--- src/rtl/wb_gateway_arbiter.sv ---
`default_nettype none
// ============================================================================
// Module : wb_gateway_arbiter
// Round-robin N:1 Wishbone arbiter, grant locked per CYC, boot-locked to
// master 0 until config_done. Optional watchdog: define WB_GW_TIMEOUT_EN.
// Rev    : 1.0
// ============================================================================
module wb_gateway_arbiter #(
  parameter int NUM_M  = 3,
  parameter int ADDR_W = 32,
  parameter int DATA_W = 32,
  parameter int SEL_W  = 4,
  parameter int TO_CYC = 255
) (
  input  logic                     clk,
  input  logic                     rst,
  input  logic                     config_done,
  input  logic [NUM_M-1:0]         s_cyc,
  input  logic [NUM_M-1:0]         s_stb,
  input  logic [NUM_M-1:0]         s_we,
  input  logic [NUM_M*ADDR_W-1:0]  s_adr,
  input  logic [NUM_M*DATA_W-1:0]  s_dat_w,
  input  logic [NUM_M*SEL_W-1:0]   s_sel,
  output logic [DATA_W-1:0]        s_dat_r,
  output logic [NUM_M-1:0]         s_ack,
  output logic [NUM_M-1:0]         s_err,
  output logic                     m_cyc,
  output logic                     m_stb,
  output logic                     m_we,
  output logic [ADDR_W-1:0]        m_adr,
  output logic [DATA_W-1:0]        m_dat_w,
  output logic [SEL_W-1:0]         m_sel,
  input  logic [DATA_W-1:0]        m_dat_r,
  input  logic                     m_ack,
  input  logic                     m_err,
  output logic [NUM_M-1:0]         gnt
);

  localparam int PTR_W = $clog2(NUM_M);

  typedef enum logic [0:0] {
    ST_IDLE = 1'b0,
    ST_BUSY = 1'b1
  } state_t;

  if (NUM_M < 2 || NUM_M > 8) begin : g_bad_num_m
    $error("wb_gateway_arbiter: NUM_M must be 2..8");
  end
  if (TO_CYC < 1 || TO_CYC > 65535) begin : g_bad_to_cyc
    $error("wb_gateway_arbiter: TO_CYC must be 1..65535");
  end

  state_t             state_q, state_d;
  logic [NUM_M-1:0]   gnt_q, gnt_d;
  logic [PTR_W-1:0]   rr_ptr_q, rr_ptr_d;

  logic [NUM_M-1:0]   w_mask;
  logic [NUM_M-1:0]   w_elig;
  logic               w_found;
  logic [PTR_W-1:0]   w_pick;
  logic [PTR_W-1:0]   w_gidx;
  logic [PTR_W-1:0]   w_ptr_nxt;
  logic               w_cyc;
  logic               w_stb;
  logic               w_we;
  logic [ADDR_W-1:0]  w_adr;
  logic [DATA_W-1:0]  w_dat_w;
  logic [SEL_W-1:0]   w_sel;
  logic               w_to_hit;

  // Until configuration completes only master 0 may compete.
  assign w_mask = config_done ? {NUM_M{1'b1}} : {{(NUM_M-1){1'b0}}, 1'b1};
  assign w_elig = s_cyc & w_mask;

  always_comb begin
    int idx;
    idx     = 0;
    w_found = 1'b0;
    w_pick  = '0;
    for (int k = 0; k < NUM_M; k++) begin
      idx = int'(rr_ptr_q) + k;
      if (idx >= NUM_M) idx = idx - NUM_M;
      if (!w_found && w_elig[idx[PTR_W-1:0]]) begin
        w_found = 1'b1;
        w_pick  = idx[PTR_W-1:0];
      end
    end
  end

  // One-hot grant mux; all-zero when nobody owns the bus.
  always_comb begin
    w_cyc   = 1'b0;
    w_stb   = 1'b0;
    w_we    = 1'b0;
    w_adr   = '0;
    w_dat_w = '0;
    w_sel   = '0;
    w_gidx  = '0;
    for (int i = 0; i < NUM_M; i++) begin
      if (gnt_q[i]) begin
        w_cyc   = s_cyc[i];
        w_stb   = s_stb[i];
        w_we    = s_we[i];
        w_adr   = s_adr[i*ADDR_W +: ADDR_W];
        w_dat_w = s_dat_w[i*DATA_W +: DATA_W];
        w_sel   = s_sel[i*SEL_W +: SEL_W];
        w_gidx  = PTR_W'(i);
      end
    end
  end

  assign w_ptr_nxt = (w_gidx == PTR_W'(NUM_M - 1)) ? '0 : w_gidx + 1'b1;

  always_comb begin
    state_d  = state_q;
    gnt_d    = gnt_q;
    rr_ptr_d = rr_ptr_q;
    case (state_q)
      ST_IDLE: begin
        if (w_found) begin
          gnt_d   = {{(NUM_M-1){1'b0}}, 1'b1} << w_pick;
          state_d = ST_BUSY;
        end
      end
      ST_BUSY: begin
        if (!w_cyc) begin
          gnt_d    = '0;
          rr_ptr_d = w_ptr_nxt;
          state_d  = ST_IDLE;
        end
      end
      default: begin
        gnt_d   = '0;
        state_d = ST_IDLE;
      end
    endcase
  end

  always_ff @(posedge clk or posedge rst) begin
    if (rst) begin
      state_q  <= ST_IDLE;
      gnt_q    <= '0;
      rr_ptr_q <= '0;
    end else begin
      state_q  <= state_d;
      gnt_q    <= gnt_d;
      rr_ptr_q <= rr_ptr_d;
    end
  end

`ifdef WB_GW_TIMEOUT_EN
  logic [15:0] timer_q, timer_d;

  // Restart on every slave response; a firing also restarts the window.
  always_comb begin
    timer_d = timer_q;
    if (state_q != ST_BUSY || m_ack || m_err || w_to_hit) begin
      timer_d = '0;
    end else if (w_stb) begin
      timer_d = timer_q + 16'd1;
    end
  end

  assign w_to_hit = (state_q == ST_BUSY) && (timer_q == 16'(TO_CYC));

  always_ff @(posedge clk or posedge rst) begin
    if (rst) timer_q <= '0;
    else     timer_q <= timer_d;
  end
`else
  assign w_to_hit = 1'b0;
`endif

  assign m_cyc   = w_cyc;
  assign m_stb   = w_stb & ~w_to_hit;
  assign m_we    = w_we;
  assign m_adr   = w_adr;
  assign m_dat_w = w_dat_w;
  assign m_sel   = w_sel;
  assign s_dat_r = m_dat_r;
  // ERR dominates ACK when the slave raises both.
  assign s_ack   = gnt_q & {NUM_M{m_ack & ~m_err & ~w_to_hit}};
  assign s_err   = gnt_q & {NUM_M{m_err | w_to_hit}};
  assign gnt     = gnt_q;

endmodule
`default_nettype wire

--- config.mk ---
export PLATFORM = sky130hd
export DESIGN_NAME = wb_gateway_arbiter
export DESIGN_NICKNAME = d
export VERILOG_FILES = /design/src/rtl/wb_gateway_arbiter.sv
export SDC_FILE = /design/constraint.sdc
export NUM_CORES = 1
export LEC_CHECK = 0
export CORE_AREA = 5 5 138 140
export DETAILED_ROUTE_END_ITERATION = 7
export DIE_AREA = 0 0 143 145
export SYNTH_ARGS = -nofsm -noshare
export SYNTH_HDL_FRONTEND = slang
export SYNTH_SLANG_ARGS = --single-unit
--- constraint.sdc ---
create_clock -name clk -period 1.8 [get_ports clk]
set_clock_uncertainty 0.1 [all_clocks]
set_input_delay 0.18 -clock clk [delete_from_list [all_inputs] [get_ports clk]]
set_output_delay 0.18 -clock clk [all_outputs]
set_load 0.01 [all_outputs]
==> summary.md <==
| Metric | Value |
|---|---|
| Status | finished, violations left |
| Violated checks | negative setup slack |
| Worst-skew pair later-pin latency | 0.23 ns |
| MaxCap Viol Count | 0 |
| Synth area leader | a22oi_1 |
| Syn Area/Cell | 5.99 sq um |
| Slew @ Worst Pin | 0.322 ns |
| CTS Buf Count | 3 |
| Top-count cell post-synth | nand2_1 |
| Sequential-to-total area share from yosys stat | 7.37% |
| Via count | 3,650 |
| Worst setup SP type | flop |
| First DRT Iteration DRCs | 102 |
| DR vias/cell | 4.21 |
| # DRC | 0 |
| Register area | 156 sq um |
| Final worst slack | -0.103 ns |
| Worst path slowest cell | or4b_4 |
| CP arrival | 1.91 ns |
| Post-route cell area | 5890 sq um |
| Placer Congestion | 0.860 |
| Fillers | 1,856 |
| Slew headroom | 78.3% |
| Clock Pin Slew Worst Setup and Hold Paths | 0.04 ns |
| Global route overflow | 0 |
| Synth cell types | 31 |
| Final Max Slew Viols | 0 |
| Placement Cell Area | 5330 sq um |
| Final wirelength | 14.6 mm |
| TritonCTS clock tree | built |
| Share of cells above drive strength 1 | 32.9% |
| Worst setup path category | reg2reg |
| Largest net degree at the start of global routing | 29 |
| Util after Layout | 33.2% |
| Max Freq | 525 MHz |
| EDFF count, synth | 0 |
| Initial antenna violation count | 1 |
| Dpl ws | -0.254 ns |
| Final Power | 9.77 mW |
| Drt wl/cell | 16.9 um |
| Worst path top cell family by delay | simple AND/OR/NAND/NOR gates |
| Min-delay worst type | in2async |
| Post-synth ARST share | 100% |
| CP max FO | 4 |
| Syn Nets | 593 |
| Min Hold Slack | 0.0650 ns |
| Die area | 20,700 sq um |
| #FFs+latches synth | 6 |
| Num Clock Sinks | 6 |
| Chip Height | 145 um |
| # rows | 49 |
| Chip width | 143 um |
| Largest cells by area after synthesis | a22oi_1 26%, o21ai_0 18%, nand2_1 15% |
| Main synth FF type | dfrtp_1 |
| Pwr Density | 1660 nW/um^2 |
| Fin crit share | 106% |
| Maximum root-to-sink buffer count | 2 |
| DP Wirelength | 10.5 mm |
| Setup TNS | -1.07 ns |
| Initial core utilization | 11.5% |
| I/O pin total | 362 |
| Vias in the first global route | 3,806 |
| Net count, final | 890 |
| Synthesized instance count | 340 |
| Non-filler cells, final | 866 |
| Required time of the critical path | 1.81 ns |
| DR pass1 iterations | 4 |
| Multi-input gate area | 1900 sq um |
| Final setup vio count | 37 |
| Min Tclk post-route | 1.90 ns |
| First-pass GRT wire length | 20.2 mm |
| Port buffer count | 297 |
| Unrepaired setup endpoints after global routing | yes |
| Root buffer cell | clkbuf_16 |
| Post-Syn Area | 2040 sq um |
| Hold Fails Final Rpt | 0 |
| Yosys warning count | 0 |
| Synth top cells by count | 80 x nand2_1, 74 x o21ai_0, 70 x a22oi_1, 32 x buf_4, 26 x clkbuf_1 |
| Core Area | 17,700 sq um |
| Crit-path max cell delay | 0.49 ns |
| Static leakage power | 2.35 nW |
| Crit. End Element | flop |
| Post-synth top area share | 25.8% |
| Syn-to-layout area delta | 189% |
| Number of placed cells counting well taps | 834 |
| Crit-path cells | ha_4, inv_2, nor3_4, or4b_4, o211ai_1, mux2i_1 |
| Crit path buffers/inverters | 1 |
| H-tree Lvls | 1 |
| Post-route ant nets | 0 |
| Tot GR Track Use | 12.2% |
| Max VDD drop | 0.000750 V |
## cell usage in the layout, fill, tap and decap left out, types with 5 or more instances in the layout
cell	count
buf_16	7
and2_1	6
buf_4	30
nand2_1	80
buf_2	70
clkbuf_16	6
o21ai_1	68
clkdlybuf4s50_1	219
a22oi_1	21
buf_6	7
a22oi_2	50
buf_12	10
dlygate4sd2_1	5
## worst reg2reg max path: stages, from the launching register on
cell and delay (ns):
dfrtp_2 0.43, ha_4 0.33, inv_2 0.06, nor3_4 0.13, or4b_4 0.49, o211ai_1 0.13, mux2i_1 0.10
## path summary, 6_finish.rpt
| check | from | end | slack, ns | depth (start not counted) |
|---|---|---|---|---|
| max | rr_ptr_q[1]$_DFFE_PP0P_ | gnt[0]$_DFFE_PP0P_ | -0.10 | 6 |
| min | rst | gnt[0]$_DFFE_PP0P_ | 0.07 | 2 |
| max reg2reg | rr_ptr_q[1]$_DFFE_PP0P_ | gnt[0]$_DFFE_PP0P_ | -0.10 | 6 |
| min reg2reg | rr_ptr_q[1]$_DFFE_PP0P_ | rr_ptr_q[1]$_DFFE_PP0P_ | 0.45 | 2 |
| max in group asynchronous | rst | gnt[2]$_DFFE_PP0P_ | 1.32 | 2 |
| min in group clk | m_dat_r[13] | s_dat_r[13] | 0.26 | 0 |
## per-layer routing
layer | wire [um] | global-route usage [%] | part of all wire, %
met3 | 1620 | 3.52 | 11
met2 | 7190 | 22.1 | 49
met1 | 5470 | 13.5 | 37
met4 | 354 | 3.99 | 2.4
met5 | 0 | 0 | 0
## flip-flops by register name, indices dropped and copies added, names as in the netlist
signal and flops:
gnt 3, state_q 1, rr_ptr_q 2
## cells by family (layout without fill, tap and decap cells)
logic type	count (synthesis)	count (layout)	synth area share, %
other cells	0	1	0
mux	2	2	1.04
simple gates	102	102	21.6
compound gates	158	158	49.3
buf+inv	69	365	18.8
fa+ha+maj	3	3	1.84
flops	6	6	7.37
## timing repair
item	CTS	global route
hold buffers	0	0
endpoints found under the setup margin	79	73
hold endpoints to repair	0	0
cloned	7	3
setup buffers	9	9
resized for setup	398	77
pin swaps	9	27
## layout make-up
type	count	area share, %
Inverter	5	0.319
Clock buffer	4	1.34
Antenna cell	1	0.0425
Sequential cell	6	2.66
Timing Repair Buffer	356	58.5
Multi-Input combinational cell	265	32.3
Tap cell	229	4.86
## where the power goes
group          switching [mW]  leakage (nW)  internal [mW]
logic                    4.40          2.24           4.71
clock network          0.0802        0.0382          0.294
registers              0.0776        0.0711          0.210
total                    4.56          2.35           5.21
Note: power is estimated with default switching activity, not from simulation.
